==> config.mk <==
export PLATFORM = sky130hd
export DESIGN_NAME = out_port_fifo
export DESIGN_NICKNAME = d
export VERILOG_FILES = /design/src/rtl/sap3_pkg.sv /design/src/rtl/out_port_fifo_sync_fifo.sv /design/src/rtl/out_port_fifo.sv
export SDC_FILE = /design/constraint.sdc
export NUM_CORES = 1
export LEC_CHECK = 0
export CORE_UTILIZATION = 30
export DETAILED_ROUTE_END_ITERATION = 7
export PLACE_DENSITY = 0.57
export SKIP_LAST_GASP = 1
export SLEW_MARGIN = 20
export SYNTH_ARGS = -nofsm -noshare
export SYNTH_HDL_FRONTEND = slang
export SYNTH_HIERARCHICAL = 1
export SYNTH_SLANG_ARGS = --single-unit
export TNS_END_PERCENT = 10
==> constraint.sdc <==
create_clock -name clk -period 6.7 [get_ports clk]
set_input_delay 1.005 -clock clk [delete_from_list [all_inputs] [get_ports clk]]
set_output_delay 1.005 -clock clk [all_outputs]
set_load 0.05 [all_outputs]
==> src/rtl/sap3_pkg.sv <==
// Shared defaults for the output-port path: value width, channel count, FIFO depth,
// and the width of one buffered {channel, data} entry.
package sap3_pkg;

    localparam int OUT_DATA_W     = 8;
    localparam int OUT_CHANNELS   = 2;
    localparam int OUT_FIFO_DEPTH = 4;

    function automatic int out_entry_w(input int ch_w, input int data_w);
        return ch_w + data_w;
    endfunction

endpackage

==> src/rtl/out_port_fifo_sync_fifo.sv <==
// Generic synchronous FIFO. Pointers wrap naturally; the caller is responsible
// for never pushing when full unless it pops in the same cycle.
module sync_fifo #(
    parameter int DEPTH = 4,
    parameter int WIDTH = 9
) (
    input  logic                     clk,
    input  logic                     rst_n,
    input  logic                     push,
    input  logic                     pop,
    input  logic [WIDTH-1:0]         din,
    output logic [WIDTH-1:0]         dout,
    output logic                     full,
    output logic                     empty,
    output logic [$clog2(DEPTH):0]   count
);

    localparam int AW = $clog2(DEPTH);

    logic [WIDTH-1:0] mem_q [DEPTH];
    logic [AW-1:0]    wr_ptr_q, rd_ptr_q;
    logic [AW:0]      count_q, count_d;

    always_comb begin
        count_d = count_q;
        case ({push, pop})
            2'b10:   count_d = count_q + 1'b1;
            2'b01:   count_d = count_q - 1'b1;
            default: count_d = count_q;
        endcase
    end

    always_ff @(posedge clk or negedge rst_n) begin
        if (!rst_n) begin
            wr_ptr_q <= '0;
            rd_ptr_q <= '0;
            count_q  <= '0;
        end else begin
            if (push) wr_ptr_q <= wr_ptr_q + 1'b1;
            if (pop)  rd_ptr_q <= rd_ptr_q + 1'b1;
            count_q <= count_d;
        end
    end

    // Storage needs no reset: the head is only observed while count is non-zero.
    always_ff @(posedge clk) begin
        if (push) mem_q[wr_ptr_q] <= din;
    end

    assign dout  = mem_q[rd_ptr_q];
    assign full  = (count_q == (AW+1)'(DEPTH));
    assign empty = (count_q == '0);
    assign count = count_q;

endmodule

==> src/rtl/out_port_fifo.sv <==
// Buffers display strobes as {channel, data} entries and drains them in order to
// per-channel latched output ports over a valid/ready handshake.
module out_port_fifo
    import sap3_pkg::*;
#(
    parameter int DATA_W   = OUT_DATA_W,
    parameter int DEPTH    = OUT_FIFO_DEPTH,
    parameter int CHANNELS = OUT_CHANNELS
) (
    input  logic                          clk,
    input  logic                          rst_n,
    input  logic                          wr_en,
    input  logic [$clog2(CHANNELS)-1:0]   wr_ch,
    input  logic [DATA_W-1:0]             wr_data,
    output logic                          stall,
    output logic                          out_valid,
    input  logic                          out_ready,
    output logic [$clog2(CHANNELS)-1:0]   out_ch,
    output logic [DATA_W-1:0]             out_data,
    output logic [CHANNELS*DATA_W-1:0]    port_q,
    output logic                          ovf,
    input  logic                          ovf_clr
);

    localparam int CH_W  = $clog2(CHANNELS);
    localparam int ENT_W = out_entry_w(CH_W, DATA_W);

    logic                  ch_ok, push, pop, drop;
    logic                  full, empty;
    logic [ENT_W-1:0]      head;
    logic [$clog2(DEPTH):0] count;

    logic [CHANNELS-1:0][DATA_W-1:0] port_q_q;
    logic                            ovf_q, ovf_d;

    assign ch_ok = (32'(wr_ch) < CHANNELS);
    assign pop   = out_valid & out_ready;
    assign push  = wr_en & ch_ok & (!full | pop);
    assign drop  = wr_en & ch_ok & full & !pop;

    sync_fifo #(.DEPTH(DEPTH), .WIDTH(ENT_W)) u_fifo (
        .clk   (clk),
        .rst_n (rst_n),
        .push  (push),
        .pop   (pop),
        .din   ({wr_ch, wr_data}),
        .dout  (head),
        .full  (full),
        .empty (empty),
        .count (count)
    );

    // Mask the head so nothing stale leaks onto the outputs while empty.
    assign out_valid          = !empty;
    assign {out_ch, out_data} = empty ? '0 : head;
    assign stall              = full;

    // A fresh drop wins over a clear in the same cycle.
    assign ovf_d = drop ? 1'b1 : (ovf_clr ? 1'b0 : ovf_q);

    always_ff @(posedge clk or negedge rst_n) begin
        if (!rst_n) begin
            port_q_q <= '0;
            ovf_q    <= 1'b0;
        end else begin
            if (pop) port_q_q[out_ch] <= out_data;
            ovf_q <= ovf_d;
        end
    end

    assign port_q = port_q_q;
    assign ovf    = ovf_q;

endmodule

* Word-level counts from Yosys, hierarchy flattened
Memories as Yosys holds them, arrays and structs flattened.
Cells that the tools add are included.
** Storage, ports and cells
- Register bits after elaboration :: 24
- RAM bits :: 36
- Input bits :: 14
- Output and inout port bits :: 28
- Word-level logic and storage cells :: 37
- Memories kept :: 1
** Memory list
- u_fifo.mem_q :: words 4, bits a word 9, read ports 1, clocked after memory_dff 0, wr ports 1, line out_port_fifo_sync_fifo.sv:20 : logic [WIDTH-1:0] mem_q [DEPTH];
** Operators by class
- Add/subtract/negate cells :: 4
- Magnitude comparators :: 2
- Eq/ne operators :: 3
- Multiplexer cells :: 9
- Bitwise operators :: 5
- Reduce and logical (&&, ||, !) cells :: 7
** Operators by type and width (number)
- $bwmux W16 :: 1
- $mux W9 :: 1
- $demux W8 S1 :: 1
- $mux W8 :: 1
- $pmux W3 S2 :: 1
- $add A2 B1 Y2 const B :: 2
- $and A1 B1 Y1 :: 4
- $mux W1 :: 4
- $reduce_bool A2 Y1 :: 2
- $add A3 B1 Y3 const B :: 1
- $eq A3 B3 Y1 const B :: 1
- $logic_not A1 Y1 :: 3
- $logic_not A3 Y1 :: 1
- $sub A3 B1 Y3 const B :: 1
- $eq A2 B1 Y1 const B :: 1
- $eq A2 B2 Y1 const B :: 1
- $lt A1 B2 Y1 const B :: 1
- $ge A1 B1 Y1 const B :: 1
- $logic_and A1 B1 Y1 :: 1
- $or A1 B1 Y1 :: 1

* Longest topological paths before layout
Gate-level depths: netlist of run 1.
- Word-level depth :: 7
- Depth in mapped cells :: 10
- Depth with buffers taken out :: 10

* By module
The synthesis of run 1 kept the hierarchy.
** By module, submodules not included
- sync_fifo :: instances 1, cells each 84, area an instance 1697.9 µm², sequential area each 1256.2 µm²
- out_port_fifo :: instances 1, cells each 51, area an instance 732.0 µm², sequential area each 425.4 µm²

* Least setup slack after synthesis of run 1
No wires, ideal clock.
- Path type :: input-to-reg
- From :: input out_ready
- To :: register u_fifo.count_q[1] (netlist: u_fifo/count[1])
- Setup time :: 0.083 ns
- Data arrival time :: 2.617 ns
- Required time :: 6.617 ns
- Setup slack :: 4.000 ns
- Cell stages on the path :: 7
- Path buffers :: 0
- Cells stage by stage :: or2b_1 -> a21boi_0 -> inv_1 -> ha_1 -> inv_1 -> fa_1 -> o21ai_0
** Between the ends
- Word-level cells in the longest chain between the ends :: 5
- Elaborated cells between the ends (all ways) :: 7
- Those cells by class :: eq/ne: 2; mux: 1; bitwise: 3; reduce/logical: 1
** RTL lines
- from (decl) :: line out_port_fifo.sv:17 : input logic out_ready,
- $and A1 B1 Y1 (*) :: line out_port_fifo.sv:37 : assign pop = out_valid & out_ready;
- $or A1 B1 Y1 (*) :: line out_port_fifo.sv:38 : assign push = wr_en & ch_ok & (!full | pop);
- $and A1 B1 Y1 (*) :: line out_port_fifo.sv:38
- net push :: line out_port_fifo.sv:28 : logic ch_ok, push, pop, drop;
- $eq A2 B1 Y1 or $eq A2 B2 Y1 (tied branches) :: line out_port_fifo_sync_fifo.sv:26 : case ({push, pop})
- $pmux W3 S2 or $reduce_bool A2 Y1 (tied branches)
- to (signal assigned) :: line out_port_fifo_sync_fifo.sv:41 : count_q <= count_d;
- to (decl) :: line out_port_fifo_sync_fifo.sv:22 : logic [AW:0] count_q, count_d;
The timed path passes the listed nets; every way through them passes the cells marked *.
A chain may end at the register's enable or synchronous reset.

* Final worst setup path of run 1
- From :: register u_fifo.rd_ptr_q[0]
- To :: output out_ch
** Between the ends
- Word-level cells in the longest chain between the ends :: 2
** RTL lines
- from (decl) :: line out_port_fifo_sync_fifo.sv:21 : logic [AW-1:0] wr_ptr_q, rd_ptr_q;
- from (signal assigned) :: line out_port_fifo_sync_fifo.sv:40 : if (pop) rd_ptr_q <= rd_ptr_q + 1'b1;
- $mem_v2 Z4 W9
- net head[8] :: line out_port_fifo.sv:30 : logic [ENT_W-1:0] head;
- $mux W9 :: line out_port_fifo.sv:55 : assign {out_ch, out_data} = empty ? '0 : head;
- to (decl) :: line out_port_fifo.sv:18 : output logic [$clog2(CHANNELS)-1:0] out_ch,
The timed path passes the listed nets, and every way through them passes these cells.

==> key figures, run 1 <==
Status
  • Outcome: complete, no violations

Yosys
  • EDFF count, synth: 36
  • Synth Cell Area: between 2000 and 2500 µm²
  • Mapped Cells: around 140
  • Sequential fraction of the synthesis area: 69.21%
  • Syn Nets: between 150 and 200
  • Synthesized area per cell: 18.00 µm²
  • Asr flop ratio synth: 40.00%
  • Dominant synthesized flop cell: edfxtp_1
  • #FFs+latches synth: 60
  • Ys Warns: 6
  • Synth cell types: 25

Routing
  • Vias: between 1000 and 1500
  • # DRC: 0
  • First-pass detailed-route iteration total: 4
  • Iter 0 DRT Violations: 19
  • Antenna Nets Post-Route: 0
  • DR WL/cell: around 14 µm
  • Final wirelength: between 3 and 4 mm
  • DR vias/cell: between 4 and 5

Worst setup path
  • Startpoint Class: flip-flop
  • CP Class: reg2out
  • Crit Path Max Fanout: 11
  • Crit-path cells: mux4_1, nor2b_1, clkdlybuf4s50_1
  • Crit-path leading delay family: flip-flops
  • Crit path largest cell delay: 730 ps
  • CP Capture Type: output port
  • CP Buf/Inv Count: 1
  • WP data arrival: 2690 ps
  • Crit-path slowest cell: dfrtp_1
  • Req. time, crit path: 5690 ps

STA
  • Crit path time final: 3694 ps
  • Final worst path period share: around 55%
  • Worst Skew: around 8.0 ps
  • Least-Margin Pin Slew: roughly 740 ps
  • Fin. Hold Viols: 0
  • RSZ-0062 raised after global routing: false
  • Max-slew violations: 0
  • Fmax: between 200 and 300 MHz
  • Slew headroom: between 50% and 60%
  • Final Setup Violations: 0
  • Setup TNS Final: 0 ps

Clock tree
  • CTS buffer count: 9
  • CTS max path bufs: 2
  • CTS Root Cell: clkbuf_8
  • Clk Latency, worst-skew pair: 320 ps
  • CTS sink cnt: 60
  • CTS Hold Bufs: 0
  • Number of gates resized after CTS: 0
  • Clock Pin Slew Worst Setup and Hold Paths: around 60 ps
  • H-tree Lvls: 3
  • CTS tree: done
  • Post-CTS Setup Bufs: 0

Cells and area
  • Layout cell share with drive strength beyond 1: 20.11%
  • Most frequent cells in the layout: clkdlybuf4s50_1, edfxtp_1, dfrtp_1
  • FILL cells: ~750
  • Non-Filler Instances: ~290
  • Antenna cells: 0
  • P&R area growth vs syn: 28.53%
  • Leading cell type in the layout, fill and taps excluded: clkdlybuf4s50_1
  • Nets: 205

Global route
  • Tot GR Track Use: between 10% and 20%
  • Largest net degree at the start of global routing: 25
  • Initial antenna violation count: 0
  • First-pass GRT wire length: 6.368 mm
  • Vias in the first global route: approximately 1200
  • GR Overflow Total: 0

Place
  • Placed Cells: ~280
  • Gpl congestion: between 0.7 and 0.8
  • Post-DP HPWL: ~2.8 mm
  • IO buf count: a little over 40

Floorplanning
  • I/O pin count: 42
  • Core ar.: about 7800 µm²
  • # rows: 32
  • Chip Width: 92.00 µm
  • Die area: between 8000 and 9000 µm²
  • Initial Util: between 30 and 40%
  • Die H: 92.00 µm

Job
  • Max Cap Violations: 0

Worst hold path
  • Tightest Hold Check Type: reg2reg
## path summary, 6_finish.rpt
check | start | endpoint | slack, ps | cells past startpoint
worst min register to register | ovf$_DFFE_PN0P_ | ovf$_DFFE_PN0P_ | 490 | 1
worst max-delay path | u_fifo/rd_ptr_q[0]$_DFFE_PN0P_ | out_ch | 3010 | 3
worst min-delay path | ovf$_DFFE_PN0P_ | ovf$_DFFE_PN0P_ | 490 | 1
min in group asynchronous | rst_n | port_q[7]$_DFFE_PN0P_ | 670 | 1
worst max register to register | u_fifo/count[0]$_DFFE_PN0P_ | u_fifo/count[2]$_DFFE_PN0P_ | 4050 | 10
max in group asynchronous | rst_n | port_q[5]$_DFFE_PN0P_ | 5660 | 1
## cell type report
type | count | area (µm²) | area share [%]
Clock buffer | 11 | 131.4 | 4.207
Multi-Input combinational cell | 63 | 694.4 | 22.24
Tap cell | 102 | 127.6 | 4.087
Inverter | 9 | 33.78 | 1.082
Sequential cell | 60 | 1682 | 53.85
Clock inverter | 4 | 41.29 | 1.322
Timing Repair Buffer | 42 | 412.9 | 13.22
## stage by stage
stage	cell area (µm²)	utilization [%]	hold slack, ps	setup slack [ps]
after floorplan	2430	-	456.6	4000
after global placement	2955	38.05	487.9	3277
after detailed placement	2955	38.05	481.2	3168
after CTS	3128	40.27	491.6	2951
after global routing	3123	40.21	515.0	2868
final	3123	40.21	487.8	3006
## synthesized netlist by cell type (2+ instances only)
master / count / area [µm²]
nand2_1: 3 / 11.26
xnor2_1: 2 / 17.52
nor2b_1: 9 / 56.30
xor2_1: 4 / 35.03
o21ai_0: 2 / 10.01
ha_1: 5 / 62.56
edfxtp_1: 36 / 1081
inv_1: 9 / 33.78
mux4_2: 8 / 180.2
mux2_2: 16 / 180.2
and2_1: 4 / 25.02
dfrtp_1: 24 / 600.6
## registers in the layout, indices dropped and copies added, names as in the netlist
register and flops:
u_fifo/mem_q 36, u_fifo/rd_ptr_q 2, u_fifo/count 3, u_fifo/wr_ptr_q 2, port_q 16, ovf 1
## cells by family (layout without fill, tap and decap cells)
logic type                 Yosys count  count (layout)  share of synthesized area [%]
DFF                                 60              60                          69.21
muxes                               25              25                          15.91
and+or+nand+nor                     22              22                          5.973
buffers and inverters               12              66                          2.214
adders and majority gates            6               6                          3.399
xor gates and xnor gates             6               6                          2.163
AOI/OAI and AO/OA                    4               4                          1.133
## layer usage
metal  share of wire [%]  GRT usage [%]
met4                 2.4          7.031
met1                  48          13.76
met3                 5.9          2.736
met5                   0              0
met2                  43          15.05
Power of run 1 is left out: the tool's default activity adds up to more than one toggle a clock period on the data nets, which glitch-free logic cannot reach.
==> inputs of run 2 (changes only) <==
clock period = 3.4 ns   (was 6.7 ns; I/O delays follow)
==> key figures, run 2 (same netlist as run 1, synthesis figures left out) <==
STA
  • Max-slew violations: 0
  • Final worst path period share: approximately nine tenths
  • Crit path time final: between 3000 and 4000 ps
  • Fin. Hold Viols: 0
  • RSZ-0062 raised after global routing: false
  • Least-Margin Pin Slew: just over 500 ps
  • Slew headroom: 66.12%
  • Final Setup Violations: 0
  • Setup TNS Final: 0 ps
  • Worst Skew: 9.293 ps
  • Fmax: 329.8 MHz

Status
  • Outcome: complete, no violations

Worst setup path
  • CP Class: reg2out
  • Worst R2R Start: u_fifo/count[0]$_DFFE_PN0P_
  • Startpoint Class: flip-flop
  • Crit-path cells: buf_4, mux4_2, nor2b_1, clkdlybuf4s50_1
  • Req. time, crit path: around 2900 ps
  • Crit Path Max Fanout: 8
  • R2R depth: 12
  • Crit-path slowest cell: clkdlybuf4s50_1
  • WP data arrival: 2520 ps
  • Register-to-register setup slack: 980 ps
  • CP Capture Type: output port
  • Crit path largest cell delay: a little under 700 ps
  • R2R Path End: u_fifo/count[2]$_DFFE_PN0P_

Routing
  • First-pass detailed-route iteration total: 4
  • DR vias/cell: about 4.3
  • Vias: 1262
  • Antenna Nets Post-Route: 0
  • Iter 0 DRT Violations: 66
  • # DRC: 0
  • Final wirelength: around 4.3 mm
  • DR WL/cell: roughly 14 µm

Place
  • Placed Cells: between 200 and 300
  • IO buf count: 41
  • Post-DP HPWL: 3.099 mm
  • Gpl congestion: 0.6602

Floorplanning
  • Chip Width: 92.00 µm
  • Die area: between 8000 and 9000 µm²
  • I/O pin count: 42
  • # rows: 32
  • Initial Util: between 30% and 40%
  • Die H: slightly above 90 µm
  • Core ar.: slightly below 8000 µm²

Worst hold path
  • Hold Crit Depth: 1
  • Tightest Hold Check Type: reg2reg
  • Hold path start: port_q[10]$_DFFE_PN0P_
  • Hold EP: port_q[10]$_DFFE_PN0P_

Clock tree
  • Post-CTS Setup Bufs: 0
  • CTS Root Cell: clkbuf_8
  • Clk Latency, worst-skew pair: between 300 and 400 ps
  • CTS tree: done
  • Clock Pin Slew Worst Setup and Hold Paths: 60 ps
  • CTS buffer count: 9
  • H-tree Lvls: 3
  • Number of gates resized after CTS: 0
  • CTS max path bufs: 2
  • CTS sink cnt: 60
  • CTS Hold Bufs: 0

Global route
  • Vias in the first global route: 1318
  • First-pass GRT wire length: approximately 6.9 mm
  • Initial antenna violation count: 0
  • Largest net degree at the start of global routing: 25
  • GR Overflow Total: 0
  • Tot GR Track Use: between 10% and 20%

Cells and area
  • Most frequent cells in the layout: clkdlybuf4s50_1, edfxtp_1, dfrtp_1
  • Number of flip-flops in the largest register: 36
  • Antenna cells: 0
  • Layout cell share with drive strength beyond 1: between 20% and 30%
  • P&R area growth vs syn: 30.79%
  • Largest Register: u_fifo/mem_q
  • Nets: about 210
  • Leading cell type in the layout, fill and taps excluded: clkdlybuf4s50_1
  • Non-Filler Instances: between 200 and 300

Job
  • Max Cap Violations: 0
run 2: how the worst max path moves through the flow:
stage | from | end | cells past startpoint
after floorplan | u_fifo/count[0]$_DFFE_PN0P_ | u_fifo/count[2]$_DFFE_PN0P_ | 10
after global placement | u_fifo/rd_ptr_q[0]$_DFFE_PN0P_ | out_ch | 3
after detailed placement | u_fifo/rd_ptr_q[0]$_DFFE_PN0P_ | out_data[7] | 4
after CTS | u_fifo/rd_ptr_q[0]$_DFFE_PN0P_ | out_data[7] | 4
after global routing | u_fifo/rd_ptr_q[0]$_DFFE_PN0P_ | out_data[7] | 4
final | u_fifo/rd_ptr_q[0]$_DFFE_PN0P_ | out_data[7] | 4
run 2: worst max-delay path: cells and delay by family, from the launching register on:
family,cells,cell delay [ps]
simple gates,1,150
buf+inv,2,910
mux,1,520
flops,1,610
run 2: area by class of cell:
| type | count | area (µm²) |
|---|---|---|
| Multi-Input combinational cell | 63 | 694.4 |
| Tap cell | 102 | 127.6 |
| Clock buffer | 11 | 141.4 |
| Timing Repair Buffer | 46 | 447.9 |
| Clock inverter | 5 | 51.30 |
| Inverter | 9 | 33.78 |
| Sequential cell | 60 | 1682 |
| Fill cell | 735 | 4589 |
run 2: metal layers:
metal / global-route usage (%) / routed length, µm / up-vias / share of wire, %
met3: 2.736 / 137 / 6 / 3.2
li1: - / - / 603 / -
met1: 15.36 / 2134 / 613 / 50
met5: 0 / 0 / - / 0
met4: 7.422 / 78 / 0 / 1.8
met2: 15.67 / 1903 / 40 / 45
run 2: per-stage QoR:
| step | setup WS [ps] | area [µm²] | hold WS [ps] | util [%] |
|---|---|---|---|---|
| floorplan | 935.6 | 2430 | 214.4 | - |
| global placement | 703.6 | 2985 | 483.8 | 38.43 |
| detailed placement | 680.8 | 2985 | 492.2 | 38.43 |
| CTS | 311.5 | 3178 | 506.5 | 40.91 |
| global route | 245.0 | 3178 | 517.7 | 40.91 |
| finish | 367.6 | 3178 | 505.0 | 40.91 |
Power of run 2 is left out for the same reason.
==> inputs of run 3 (changes only) <==
clock period = 2.9 ns   (was 3.4 ns; I/O delays follow)
==> key figures, run 3 (same netlist as run 1, synthesis figures left out) <==
Cells and area
  • Area of the multi-input gates: about 690 µm²
  • Largest Register: u_fifo/mem_q
  • Nets: ~210
  • Most frequent cells in the layout: edfxtp_1, clkdlybuf4s50_1, dfrtp_1
  • Number of flip-flops in the largest register: 36
  • Layout cell share with drive strength beyond 1: a little over a quarter
  • P&R area growth vs syn: 28.84%
  • Antenna cells: 0
  • Leading cell type in the layout, fill and taps excluded: edfxtp_1
  • FILL cells: about 750
  • Register area: ~1700 µm²

Worst setup path
  • Register-to-register setup slack: around 770 ps
  • CP Capture Type: output port
  • CP Class: reg2out
  • Startpoint Class: flip-flop
  • WP data arrival: roughly 1800 ps
  • R2R Path End: u_fifo/count[2]$_DFFE_PN0P_
  • Req. time, crit path: ~2500 ps
  • R2R depth: 10
  • Worst Setup SP: u_fifo/count[0]$_DFFE_PN0P_
  • Worst R2R Start: u_fifo/count[0]$_DFFE_PN0P_
  • Crit Path Max Fanout: 3
  • Crit path to: stall

Floorplanning
  • I/O pin count: 42
  • Initial Util: 31.28%
  • Die H: about 92 µm
  • Die area: approximately 8500 µm²
  • Chip Width: roughly 92 µm
  • Core ar.: 7767 µm²
  • # rows: 32

Routing
  • Vias: between 1000 and 1500
  • First-pass detailed-route iteration total: 4
  • DR vias/cell: roughly 4.3
  • Final wirelength: approximately 4.1 mm
  • # DRC: 0
  • Antenna Nets Post-Route: 0
  • Iter 0 DRT Violations: 33
  • DR WL/cell: 13.84 µm

Clock tree
  • CTS Root Cell: clkbuf_8
  • Number of gates resized after CTS: 0
  • CTS sink cnt: 60
  • CTS max path bufs: 2
  • CTS tree: done
  • Post-CTS Setup Bufs: 0
  • Clock Pin Slew Worst Setup and Hold Paths: approximately 60 ps
  • H-tree Lvls: 3
  • CTS Hold Bufs: 0
  • Clk Latency, worst-skew pair: between 300 and 400 ps
  • CTS buffer count: 9

Status
  • Outcome: complete, no violations

STA
  • Final worst path period share: approximately 78%
  • Crit path time final: approximately 2300 ps
  • RSZ-0062 raised after global routing: false
  • Setup TNS Final: 0 ps
  • Max-slew violations: 0
  • Slew headroom: roughly two thirds
  • Least-Margin Pin Slew: between 500 and 600 ps
  • Final Setup Violations: 0
  • Worst Skew: around 5.5 ps
  • Fin. Hold Viols: 0
  • Fmax: between 400 and 500 MHz

Global route
  • First-pass GRT wire length: 6.768 mm
  • GR Overflow Total: 0
  • Vias in the first global route: between 1000 and 1500
  • Initial antenna violation count: 0
  • Largest net degree at the start of global routing: 25
  • Tot GR Track Use: between 10% and 20%

Place
  • Post-DP HPWL: just over 3 mm
  • Gpl congestion: approximately 0.72
  • IO buf count: approximately 40

Job
  • Max Cap Violations: 0

Worst hold path
  • Tightest Hold Check Type: in2async
[run 3: changes by cell type in the layout (fill, tap and decap cells not counted)]
cell and change:
buf_4 +10, clkdlybuf4s50_1 -10, clkbuf_8 -1, clkinv_1 +1, clkinv_2 -1, clkinvlp_4 -1
[run 3: how the worst min path moves through the flow]
stage | start | slack, ps | to
3_3_place_gp | ovf$_DFFE_PN0P_ | 490 | ovf$_DFFE_PN0P_
5_1_grt | rst_n | 480 | port_q[13]$_DFFE_PN0P_
6_report | rst_n | 480 | u_fifo/count[0]$_DFFE_PN0P_
4_1_cts | rst_n | 470 | port_q[13]$_DFFE_PN0P_
2_1_floorplan | rst_n | 140 | ovf$_DFFE_PN0P_
3_5_place_dp | ovf$_DFFE_PN0P_ | 480 | ovf$_DFFE_PN0P_
[run 3: area by class of cell]
class                      instances  share of cell area (%)
clock buffer                      10                   4.077
multi-input combinational         63                   22.18
timing repair buffer              46                   13.51
tap                              102                   4.077
clock inverter                     4                   1.359
inverter                           9                   1.079
sequential                        60                   53.72
[run 3: worst max-delay path: stages (launching register included)]
cell and delay [ps]:
dfrtp_1 410, inv_1 100, and3_1 200, clkdlybuf4s50_1 810
[run 3: layer usage]
| layer | vias up | GRT usage [%] | routed length [µm] |
|---|---|---|---|
| li1 | 601 | - | - |
| met1 | 630 | 14.94 | 1926 |
| met2 | 38 | 15.80 | 1904 |
| met3 | 5 | 3.566 | 183 |
| met4 | 0 | 4.688 | 54 |
| met5 | - | 0 | 0 |
[run 3: per-stage QoR]
| stage | hold slack (ps) | util (%) | instances | area (µm²) | setup WS [ps] |
|---|---|---|---|---|---|
| 2_1_floorplan | 139.4 | - | 135 | 2430 | 435.7 |
| 5_1_grt | 483.1 | 40.30 | 294 | 3131 | 512.3 |
| 3_3_place_gp | 488.1 | 38.11 | 280 | 2960 | 395.1 |
| 3_5_place_dp | 481.1 | 38.11 | 280 | 2960 | 384.5 |
| 6_report | 480.1 | 40.30 | 294 | 3131 | 630.0 |
| 4_1_cts | 474.0 | 40.30 | 294 | 3131 | 590.9 |
Power of run 3 is left out for the same reason.
